[src/rtl/fpu_serial_pkg.sv]
// Shared state type and tag encodings for the serial FPU front end.
package fpu_serial_pkg;

    typedef enum logic [1:0] {
        IDLE = 2'd0,
        BUSY = 2'd1,
        SEND = 2'd2
    } state_t;

    // Input tags, truncated to the configured tag width where used.
    localparam logic [31:0] TAG_IDLE = 32'h0000_0000;
    localparam logic [31:0] TAG_EXEC = 32'hFFFF_FFFF;

    // Output tags.
    localparam logic [1:0] OUT_NONE  = 2'd0;
    localparam logic [1:0] OUT_CHUNK = 2'd1;
    localparam logic [1:0] OUT_LAST  = 2'd2;

endpackage

[src/rtl/fpu_serial_frontend_chunk_shift_reg.sv]
// Chunk-wide left shift register, MSB chunk first, with optional parallel load.
module chunk_shift_reg
    import fpu_serial_pkg::*;
#(
    parameter int CHUNK_W = 8,
    parameter int DATA_W  = 16
) (
    input  logic               clock,
    input  logic               reset,
    input  logic               load_en,
    input  logic [CHUNK_W-1:0] chunk_in,
    input  logic               par_en,
    input  logic [DATA_W-1:0]  par_in,
    output logic [DATA_W-1:0]  value
);

    logic [DATA_W-1:0] r_value;
    logic [DATA_W-1:0] w_shifted;

    // Keeping the low DATA_W bits of {value, chunk} drops the oldest chunk,
    // which also covers the single-chunk case without a special branch.
    assign w_shifted = DATA_W'({r_value, chunk_in});

    // Parallel load has priority over shifting.
    always_ff @(posedge clock or posedge reset) begin
        // NOTE: non-blocking assignments so every flop samples pre-edge values.
        if (reset) begin
            r_value <= '0;
        end else if (par_en) begin
            r_value <= par_in;
        end else if (load_en) begin
            r_value <= w_shifted;
        end
    end

    assign value = r_value;

endmodule

[src/rtl/fpu_serial_frontend.sv]
// Pin-level front end: tagged operand chunks in, launch the core, result chunks out.
module fpu_serial_frontend
    import fpu_serial_pkg::*;
#(
    parameter int CHUNK_W = 8,
    parameter int DATA_W  = 16,
    parameter int NUM_OPS = 2,
    parameter int TAG_W   = 2,
    parameter int OP_W    = 4
) (
    input  logic                      clock,
    input  logic                      reset,
    input  logic [CHUNK_W-1:0]        in_val,
    input  logic [TAG_W-1:0]          in_tag,
    output logic [CHUNK_W-1:0]        out_val,
    output logic [TAG_W-1:0]          out_tag,
    output logic                      ready,
    output logic                      busy_err,
    output logic                      core_start,
    output logic [OP_W-1:0]           core_op,
    output logic [NUM_OPS*DATA_W-1:0] core_operands,
    input  logic                      core_done,
    input  logic [DATA_W-1:0]         core_result
);

    localparam int CHUNKS = DATA_W / CHUNK_W;
    localparam int CNT_W  = $clog2(CHUNKS + 1);

    localparam logic [TAG_W-1:0] L_TAG_IDLE  = TAG_IDLE[TAG_W-1:0];
    localparam logic [TAG_W-1:0] L_TAG_EXEC  = TAG_EXEC[TAG_W-1:0];
    localparam logic [CNT_W-1:0] L_CNT_LAST  = CNT_W'(CHUNKS - 1);
    localparam logic [TAG_W-1:0] L_FIRST_TAG = (CHUNKS == 1) ? TAG_W'(OUT_LAST) : TAG_W'(OUT_CHUNK);

    state_t                    r_state;
    state_t                    w_state_next;
    logic                      w_tag_active;
    logic                      w_exec;
    logic                      w_exec_accept;
    logic                      w_exec_reject;
    logic                      w_done_accept;
    logic                      w_send_step;
    logic [NUM_OPS*DATA_W-1:0] w_opnd_flat;
    logic [DATA_W-1:0]         w_res_value;

    logic [CNT_W-1:0]          r_cnt;
    logic [TAG_W-1:0]          r_out_tag;
    logic                      r_core_start;
    logic [OP_W-1:0]           r_core_op;
    logic [NUM_OPS*DATA_W-1:0] r_core_operands;
    logic                      r_busy_err;

    assign w_tag_active = (in_tag != L_TAG_IDLE);
    assign w_exec       = (in_tag == L_TAG_EXEC);
    assign w_send_step  = (r_state == SEND);

    // Operand k shifts whenever its tag is on the bus, in any state.
    for (genvar k = 0; k < NUM_OPS; k++) begin : g_opnd
        logic w_load;
        assign w_load = w_tag_active && (in_tag == TAG_W'(k + 1));

        chunk_shift_reg #(
            .CHUNK_W (CHUNK_W),
            .DATA_W  (DATA_W)
        ) u_opnd (
            .clock    (clock),
            .reset    (reset),
            .load_en  (w_load),
            .chunk_in (in_val),
            .par_en   (1'b0),
            .par_in   ({DATA_W{1'b0}}),
            .value    (w_opnd_flat[k*DATA_W +: DATA_W])
        );
    end

    // Result register: loaded on core_done, drained one chunk per SEND cycle.
    // Zeros shift in, so it reads zero whenever no result is being sent.
    chunk_shift_reg #(
        .CHUNK_W (CHUNK_W),
        .DATA_W  (DATA_W)
    ) u_result (
        .clock    (clock),
        .reset    (reset),
        .load_en  (w_send_step),
        .chunk_in ({CHUNK_W{1'b0}}),
        .par_en   (w_done_accept),
        .par_in   (core_result),
        .value    (w_res_value)
    );

    // Next-state and command decode.
    always_comb begin
        // NOTE: every output gets a default first so no path infers a latch.
        w_state_next  = r_state;
        w_exec_accept = 1'b0;
        w_exec_reject = 1'b0;
        w_done_accept = 1'b0;
        case (r_state)
            IDLE: begin
                if (w_exec) begin
                    w_exec_accept = 1'b1;
                    w_state_next  = BUSY;
                end
            end
            BUSY: begin
                w_exec_reject = w_exec;
                if (core_done) begin
                    w_done_accept = 1'b1;
                    w_state_next  = SEND;
                end
            end
            SEND: begin
                w_exec_reject = w_exec;
                if (r_cnt == L_CNT_LAST) begin
                    w_state_next = IDLE;
                end
            end
            default: w_state_next = IDLE;
        endcase
    end

    // State register.
    always_ff @(posedge clock or posedge reset) begin
        if (reset) begin
            r_state <= IDLE;
        end else begin
            r_state <= w_state_next;
        end
    end

    // Launch pulse, opcode/operand snapshot and sticky reject flag.
    always_ff @(posedge clock or posedge reset) begin
        if (reset) begin
            r_core_start    <= 1'b0;
            r_core_op       <= '0;
            r_core_operands <= '0;
            r_busy_err      <= 1'b0;
        end else begin
            r_core_start <= w_exec_accept;
            if (w_exec_accept) begin
                r_core_op       <= in_val[OP_W-1:0];
                r_core_operands <= w_opnd_flat;
                r_busy_err      <= 1'b0;
            end else if (w_exec_reject) begin
                r_busy_err <= 1'b1;
            end
        end
    end

    // Chunk counter and output tag; r_cnt is the index of the chunk on the bus.
    always_ff @(posedge clock or posedge reset) begin
        if (reset) begin
            r_cnt     <= '0;
            r_out_tag <= TAG_W'(OUT_NONE);
        end else if (w_done_accept) begin
            r_cnt     <= '0;
            r_out_tag <= L_FIRST_TAG;
        end else if (w_send_step) begin
            if (r_cnt == L_CNT_LAST) begin
                r_out_tag <= TAG_W'(OUT_NONE);
            end else begin
                r_cnt     <= r_cnt + CNT_W'(1);
                r_out_tag <= (r_cnt + CNT_W'(1) == L_CNT_LAST) ? TAG_W'(OUT_LAST) : TAG_W'(OUT_CHUNK);
            end
        end
    end

    assign ready         = (r_state == IDLE);
    assign out_val       = CHUNK_W'(w_res_value >> (DATA_W - CHUNK_W));
    assign out_tag       = r_out_tag;
    assign busy_err      = r_busy_err;
    assign core_start    = r_core_start;
    assign core_op       = r_core_op;
    assign core_operands = r_core_operands;

endmodule

[config.mk]
export PLATFORM = sky130hd
export DESIGN_NAME = fpu_serial_frontend
export DESIGN_NICKNAME = d
export VERILOG_FILES = /design/src/rtl/fpu_serial_pkg.sv /design/src/rtl/fpu_serial_frontend_chunk_shift_reg.sv /design/src/rtl/fpu_serial_frontend.sv
export SDC_FILE = /design/constraint.sdc
export NUM_CORES = 1
export LEC_CHECK = 0
export BUFFER_PORTS_ARGS = -buffer_cell sky130_fd_sc_hd__buf_4
export CAP_MARGIN = 30
export CORE_UTILIZATION = 30
export CTS_CLUSTER_SIZE = 30
export DETAILED_ROUTE_END_ITERATION = 6
export HOLD_SLACK_MARGIN = 0.15
export PLACE_DENSITY = 0.5
export SLEW_MARGIN = 10
export SYNTH_ARGS = -nofsm -noshare
export SYNTH_HDL_FRONTEND = slang
export SYNTH_HIERARCHICAL = 1
export SYNTH_SLANG_ARGS = --single-unit
[constraint.sdc]
create_clock -name clock -period 3.8 [get_ports clock]
set_input_delay 0.76 -clock clock [delete_from_list [all_inputs] [get_ports clock]]
set_output_delay 0.76 -clock clock [all_outputs]
set_load 0.05 [all_outputs]
==> results of run 1 <==
[power groups by stage]
stage | sequential (mW) | clock [mW] | combinational (mW)
finish | 1.52 | 0.868 | 2.09
global route | 1.57 | 0.948 | 2.21
CTS | 1.53 | 0.906 | 2.11
detailed placement | 1.54 | 0 | 2.11
global placement | 1.53 | 0 | 2.08
floorplan | 2.37 | 0 | 0.721
[worst max-delay path, stage by stage, from the launching register on]
cell     delay (ns)
dfrtp_1        0.41
inv_1          0.10
ha_1           0.23
buf_4          0.22
[worst max-delay path by stage]
stage / from / end / slack [ns]
finish: r_state[0] / ready / 1.73
global route: r_state[0] / ready / 1.66
CTS: r_state[0] / ready / 1.71
detailed placement: in_tag[0] / g_opnd[1].u_opnd/value[13] / 1.55
global placement: in_tag[1] / g_opnd[0].u_opnd/value[15] / 1.55
floorplan: r_state[0] / core_op[0] / 1.85
[stage by stage]
stage / hold slack (ns) / util, % / instances / cell area, sq um / worst slack, ns
finish: 0.432 / 39.6 / 632 / 5290 / 1.73
floorplan: 0.479 / - / 379 / 4330 / 1.85
global placement: 0.488 / 37.1 / 613 / 4950 / 1.55
CTS: 0.426 / 39.6 / 632 / 5290 / 1.71
detailed placement: 0.497 / 37.4 / 616 / 5000 / 1.55
global route: 0.450 / 39.6 / 632 / 5290 / 1.66
[routing by layer]
layer,vias up,wire length (um),GRT usage [%]
met4,0,110,5.16
met5,-,0,0
met1,1255,4200,18.0
li1,1322,-,-
met2,73,3710,19.8
met3,9,614,4.28
[state kept, by name (all words and copies together), names as in the netlist]
name,count
core_start,1
core_operands,32
r_state,2
busy_err,1
g_opnd.u_opnd/value,32
core_op,4
out_tag,2
u_result/value,16
r_cnt,2
[cell usage in the layout, fill, tap and decap left out, types with 9 or more instances in the layout]
master,count
conb_1,50
dfrtp_1,92
mux2_4,20
mux2_2,17
buf_4,78
mux2i_1,50
o21ai_0,20
clkbuf_16,9
o21ai_1,30
nand2_1,49
[cells in the mapped netlist]
cell type and number:
a31oi_1 1, nor3_1 1, xnor2_1 1, clkbuf_1 7, nor2b_1 2, buf_12 5
dfrtp_1 92, and2b_4 1, mux2i_1 50, and2_1 1, and2b_1 1, buf_2 3
conb_1 1, o21ai_1 30, mux2_4 20, a211oi_1 1, nand2_1 49, ha_1 7
buf_6 4, o21ai_0 20, nor2_1 4, o32a_1 1, inv_1 8, mux2_2 17
and3_4 1, nand2b_1 1, buf_4 1
[cells by family (layout without fill, tap and decap cells)]
family                   after synthesis  after routing  share of synthesized area (%)
other                                  1             50                         0.0904
multiplexers                          87             87                           23.9
XOR/XNOR                               1              1                          0.211
buffers and inverters                 28            105                           5.40
AO/OA/AOI/OAI                         53             53                           6.60
flip-flops                            92             92                           55.5
AND/OR/NAND/NOR                       61             61                           6.21
adder cells (fa/ha/maj)                7              7                           2.11
[cell type report]
| class | count | share of cell area (%) |
|---|---|---|
| well taps | 176 | 4.16 |
| clock inverters | 3 | 0.355 |
| inverters | 8 | 0.568 |
| multi-input cells | 259 | 34.2 |
| clock buffers | 13 | 5.11 |
| flip-flops and latches | 92 | 43.5 |
| repair buffers | 81 | 12.0 |
==> metrics.txt, run 1 <==
Crit Path Category=reg -> out; multi-input gate area in the final layout=1810 sq um; RSZ-0062 raised after global routing=no; overall die height=120 um; total length of routed wires=8640 um; beginning of the worst register-to-register path=r_state[0]; Clk network pwr share=19.4%; cell count after synthesis=330; fin crit share=54.4%; final sum of negative setup slack=0 ns; number of synthesized register bits=92; data required time of the worst path=3.04 ns; die width=120 um; clock tree sinks=92; Internal Dissipation=2.58 mW; clock latency on the worst-skew pair=0.34 ns; row cnt=42; global-route usage over all layers=13.3%; max_slew headroom=36.2%; class of the tightest hold or removal check=in -> async; dominant cells by area after synthesis=dfrtp_1 (55%), mux2i_1 (12%), mux2_4 (7.2%); static power due to leakage=2.43 nW; result of the run=finished clean; number of pins with negative max-slew slack in the final report=0; Reg power frac=34.0%; Post CTS Setup Buffer Count=0; Clock Tree Buf Depth=2; count of input and output buffers=77; via count of the first global-routing pass=2,779; cell type contributing the most total cell area after synthesis=dfrtp_1; CTS root buffer=clkbuf_16; max-cap check violation count=0; endpoint of the worst register-to-register path=core_operands[24]; via-per-instance ratio=4.21; area fraction of the dominant cell type after synthesis=55.5%; highest attainable clock frequency=0.484 GHz; number of library cell types mapped by synthesis=27; number of DRC markers in iteration 0=132; HPWL Detailed=6050 um; switching power total=1.90 mW; proportion of total power due to net switching=42.4%; wire length of the first global-routing pass=14,600 um; final total power=4.48 mW; antenna violations before repair=0; Die Footprint=14,300 sq um; pin count of the biggest net entering global routing=39; via count=2,659; mean post-synth cell area=12.6 sq um; portion of the post-synthesis area used by sequential elements=55.5%; number of buffers created by CTS=9; Yosys warnings=6; top fanout value on the critical path=4; Gates resized, CTS repair=0; clock slew at the register clock pins of the worst setup and hold paths=0.06 ns; ratio of total power to cell area=847 nW/um^2; average wire per standard cell=13.7 um; fraction of final layout cells with drive strength greater than 1=30.0%; number of DRC violations after detailed routing=0; CTS H-tree depth=3; count of hold-fix buffers inserted at cts=0; cell depth of the worst flop-to-flop path=4; FF/Latch Area=2300 sq um; portion of total power attributed to combinational logic=46.7%; number of failing hold endpoints at the final stage=0; kind of end point of the critical path=output pin; layout overhead on the synthesized area=27.4%; Final nets=487; residual overflow from global routing=0; Final Wtd Congestion=0.720; Pre-antenna DRT Iters=4; Starting Density=31.1%; number of nets with antenna violations after detailed routing=0; clock tree from TritonCTS=yes; mapped cell area=4150 sq um; fill count=1,326; kind of start point of the critical path=flip-flop; Tmin final=2.07 ns; count of endpoints failing setup in the final report=0; clk_skew=0.00620 ns; Worst EP arrival=1.31 ns; placeable core region=13,300 sq um; worst slew pin tran=0.957 ns; diode insertion count for antenna repair=0; I/O pin count=78; Worst IR Drop VDD=425 uV; flop-to-flop setup slack=1.87 ns
Note: power is estimated with default switching activity, not from simulation.
==> inputs of run 2 (changes only) <==
--- a/config.mk
+++ b/config.mk
@@ -11,7 +11,7 @@
 export CTS_CLUSTER_SIZE = 30
 export DETAILED_ROUTE_END_ITERATION = 6
 export HOLD_SLACK_MARGIN = 0.15
-export PLACE_DENSITY = 0.5
+export PLACE_DENSITY = 0.52
 export SLEW_MARGIN = 10
 export SYNTH_ARGS = -nofsm -noshare
 export SYNTH_HDL_FRONTEND = slang
==> constraint.sdc (replaced) <==
create_clock -name clock -period 1.9 [get_ports clock]
set_input_delay 0.38 -clock clock [delete_from_list [all_inputs] [get_ports clock]]
set_output_delay 0.38 -clock clock [all_outputs]
set_load 0.05 [all_outputs]
==> metrics.txt, run 2 (synthesis results as in run 1) <==
total length of routed wires=8840 um (was 8640 um); Crit Path Category=reg -> reg (was reg -> out); clock tree sinks=92 (unchanged); switching power total=3.87 mW (was 1.90 mW); final sum of negative setup slack=0 ns (unchanged); number of failing hold endpoints at the final stage=0 (unchanged); Starting Density=31.1% (unchanged); CP peak stage delay=0.40 ns (was 0.41 ns); ratio of total power to cell area=1710 nW/um^2 (was 847 nW/um^2); HPWL Detailed=6030 um (was 6050 um); antenna violations before repair=0 (unchanged); Clk network pwr share=20.4% (was 19.4%); top fanout value on the critical path=38 (was 4); clock latency on the worst-skew pair=0.34 ns (about the same); fraction of final layout cells with drive strength greater than 1=30.7% (was 30.0%); class of the tightest hold or removal check=in -> reg (was in -> async); Post CTS Setup Buffer Count=0 (unchanged); fill count=1,332 (was 1,326); number of buffers created by CTS=9 (unchanged); portion of total power attributed to combinational logic=46.2% (was 46.7%); via-per-instance ratio=4.30 (was 4.21); data required time of the worst path=2.13 ns (was 3.04 ns); number of DRC markers in iteration 0=112 (was 132); Internal Dissipation=5.26 mW (was 2.58 mW); row cnt=42 (unchanged); Critical Path Slowest Stage Cell=dfrtp_1 (unchanged); commonest non-fill, non-tap cell in the layout=dfrtp_1 (unchanged); via count=2,730 (was 2,659); flop-to-flop setup slack=0.20 ns (was 1.87 ns); max_slew headroom=57.8% (was 36.2%); number of DRC violations after detailed routing=0 (unchanged); global-route usage over all layers=13.2% (was 13.3%); origin of the worst setup path=r_state[1] (was r_state[0]); worst slew pin tran=0.632 ns (was 0.957 ns); diode insertion count for antenna repair=0 (unchanged); Tmin final=1.70 ns; Pre-antenna DRT Iters=4 (unchanged); wire length of the first global-routing pass=14,300 um (was 14,600 um); beginning of the worst register-to-register path=r_state[1] (was r_state[0]); Worst IR Drop VDD=1030 uV (was 425 uV); Clock Tree Buf Depth=2 (unchanged); I/O pin count=78 (unchanged); CTS H-tree depth=3 (unchanged); Worst EP arrival=1.93 ns (was 1.31 ns); Final nets=490 (was 487); kind of start point of the critical path=flip-flop (unchanged); residual overflow from global routing=0 (unchanged); proportion of total power due to net switching=42.4% (about the same); cell depth of the worst flop-to-flop path=5 (was 4); result of the run=finished clean (unchanged); placeable core region=13,300 sq um (unchanged); clock slew at the register clock pins of the worst setup and hold paths=0.07 ns (was 0.06 ns); number of pins with negative max-slew slack in the final report=0 (unchanged); count of input and output buffers=77 (unchanged); Final Wtd Congestion=0.722 (was 0.720); Die Footprint=14,300 sq um (unchanged); highest attainable clock frequency=0.589 GHz; count of endpoints failing setup in the final report=0 (unchanged); min-delay src=core_result[14]; layout overhead on the synthesized area=28.8% (was 27.4%); kind of end point of the critical path=flip-flop (was output pin); max-cap check violation count=0 (unchanged); CTS root buffer=clkbuf_16 (unchanged); via count of the first global-routing pass=2,697 (was 2,779); clock tree from TritonCTS=yes (unchanged); commonest cells after routing, fill and taps aside=dfrtp_1 (92), buf_4 (80), mux2i_1 (50), conb_1 (50), nand2_1 (49) (was dfrtp_1 (92), buf_4 (78), mux2i_1 (50), conb_1 (50), nand2_1 (49)); average wire per standard cell=13.9 um (was 13.7 um); pin count of the biggest net entering global routing=39 (unchanged); clk_skew=0.00642 ns (was 0.00620 ns); RSZ-0062 raised after global routing=no (unchanged); static power due to leakage=2.45 nW (was 2.43 nW); number of nets with antenna violations after detailed routing=0 (unchanged); fin crit share=89.3%; Min-Delay Path Depth=3; cells along the critical path=inv_1 > ha_2 > and3_4 > buf_12 > mux2_2 (was inv_1 > ha_1 > buf_4); final total power=9.13 mW (was 4.48 mW); Reg power frac=33.4% (was 34.0%); overall die height=120 um (unchanged); die width=120 um (unchanged)
[run 2: cell types whose count changed in the layout (fill, tap and decap cells not counted), moves of 2 or more]
cell      change
buf_4         +2
clkbuf_8      -2
clkinv_4      +2
buf_8         -2
buf_12        +2
[run 2: final timing paths]
| kind | end |
|---|---|
| max | core_operands[12] |
| max reg2reg | core_operands[12] |
| min reg2reg | busy_err |
| min in group asynchronous | r_state[0] |
| max in group asynchronous | core_operands[13] |
| min | u_result/value[14] |
[run 2: area by class of cell]
class / count / area [sq um] / area share (%)
Sequential cell: 92 / 2300 / 43.1
Clock inverter: 6 / 70.1 / 1.31
Tap cell: 176 / 220 / 4.12
Multi-Input combinational cell: 259 / 1810 / 33.9
Clock buffer: 10 / 239 / 4.47
Inverter: 8 / 30.0 / 0.562
Timing Repair Buffer: 84 / 671 / 12.5
[run 2: power by group through the flow]
stage               Sequential, mW  Clock, mW  Combinational (mW)
finish                        3.05       1.86                4.22
global route                  3.14       2.00                4.47
CTS                           3.06       1.93                4.25
detailed placement            3.09          0                4.24
global placement              3.07          0                4.20
floorplan                     4.73          0                1.45
[run 2: repair_timing]
| item | in CTS | in global routing |
|---|---|---|
| gates resized for setup | 0 | 0 |
| endpoints found under the setup margin | 0 | 0 |
| hold buffers | 1 | 0 |
| hold endpoints to repair | 18 | 0 |
[run 2: stage by stage]
step | hold WS (ns) | worst slack, ns | cells | area, sq um | utilization (%)
floorplan | 0.294 | 0.130 | 379 | 4340 | -
global placement | 0.446 | 0.266 | 618 | 5030 | 37.7
detailed placement | 0.461 | 0.224 | 618 | 5030 | 37.7
CTS | 0.234 | 0.200 | 635 | 5350 | 40.0
global route | 0.245 | 0.117 | 635 | 5350 | 40.0
finish | 0.247 | 0.203 | 635 | 5350 | 40.0
[run 2: critical path: cells and delay by family (launching register included)]
family	cells	cell delay (ns)
adder cells (fa/ha/maj)	1	0.22
buffers and inverters	2	0.36
flip-flops	1	0.40
multiplexers	1	0.37
AND/OR/NAND/NOR	1	0.20
[run 2: routing by layer]
| metal | track usage [%] | wire length (um) |
|---|---|---|
| met5 | 0 | 0 |
| met4 | 4.22 | 82 |
| met3 | 4.33 | 510 |
| met2 | 19.9 | 4000 |
| met1 | 17.8 | 4250 |
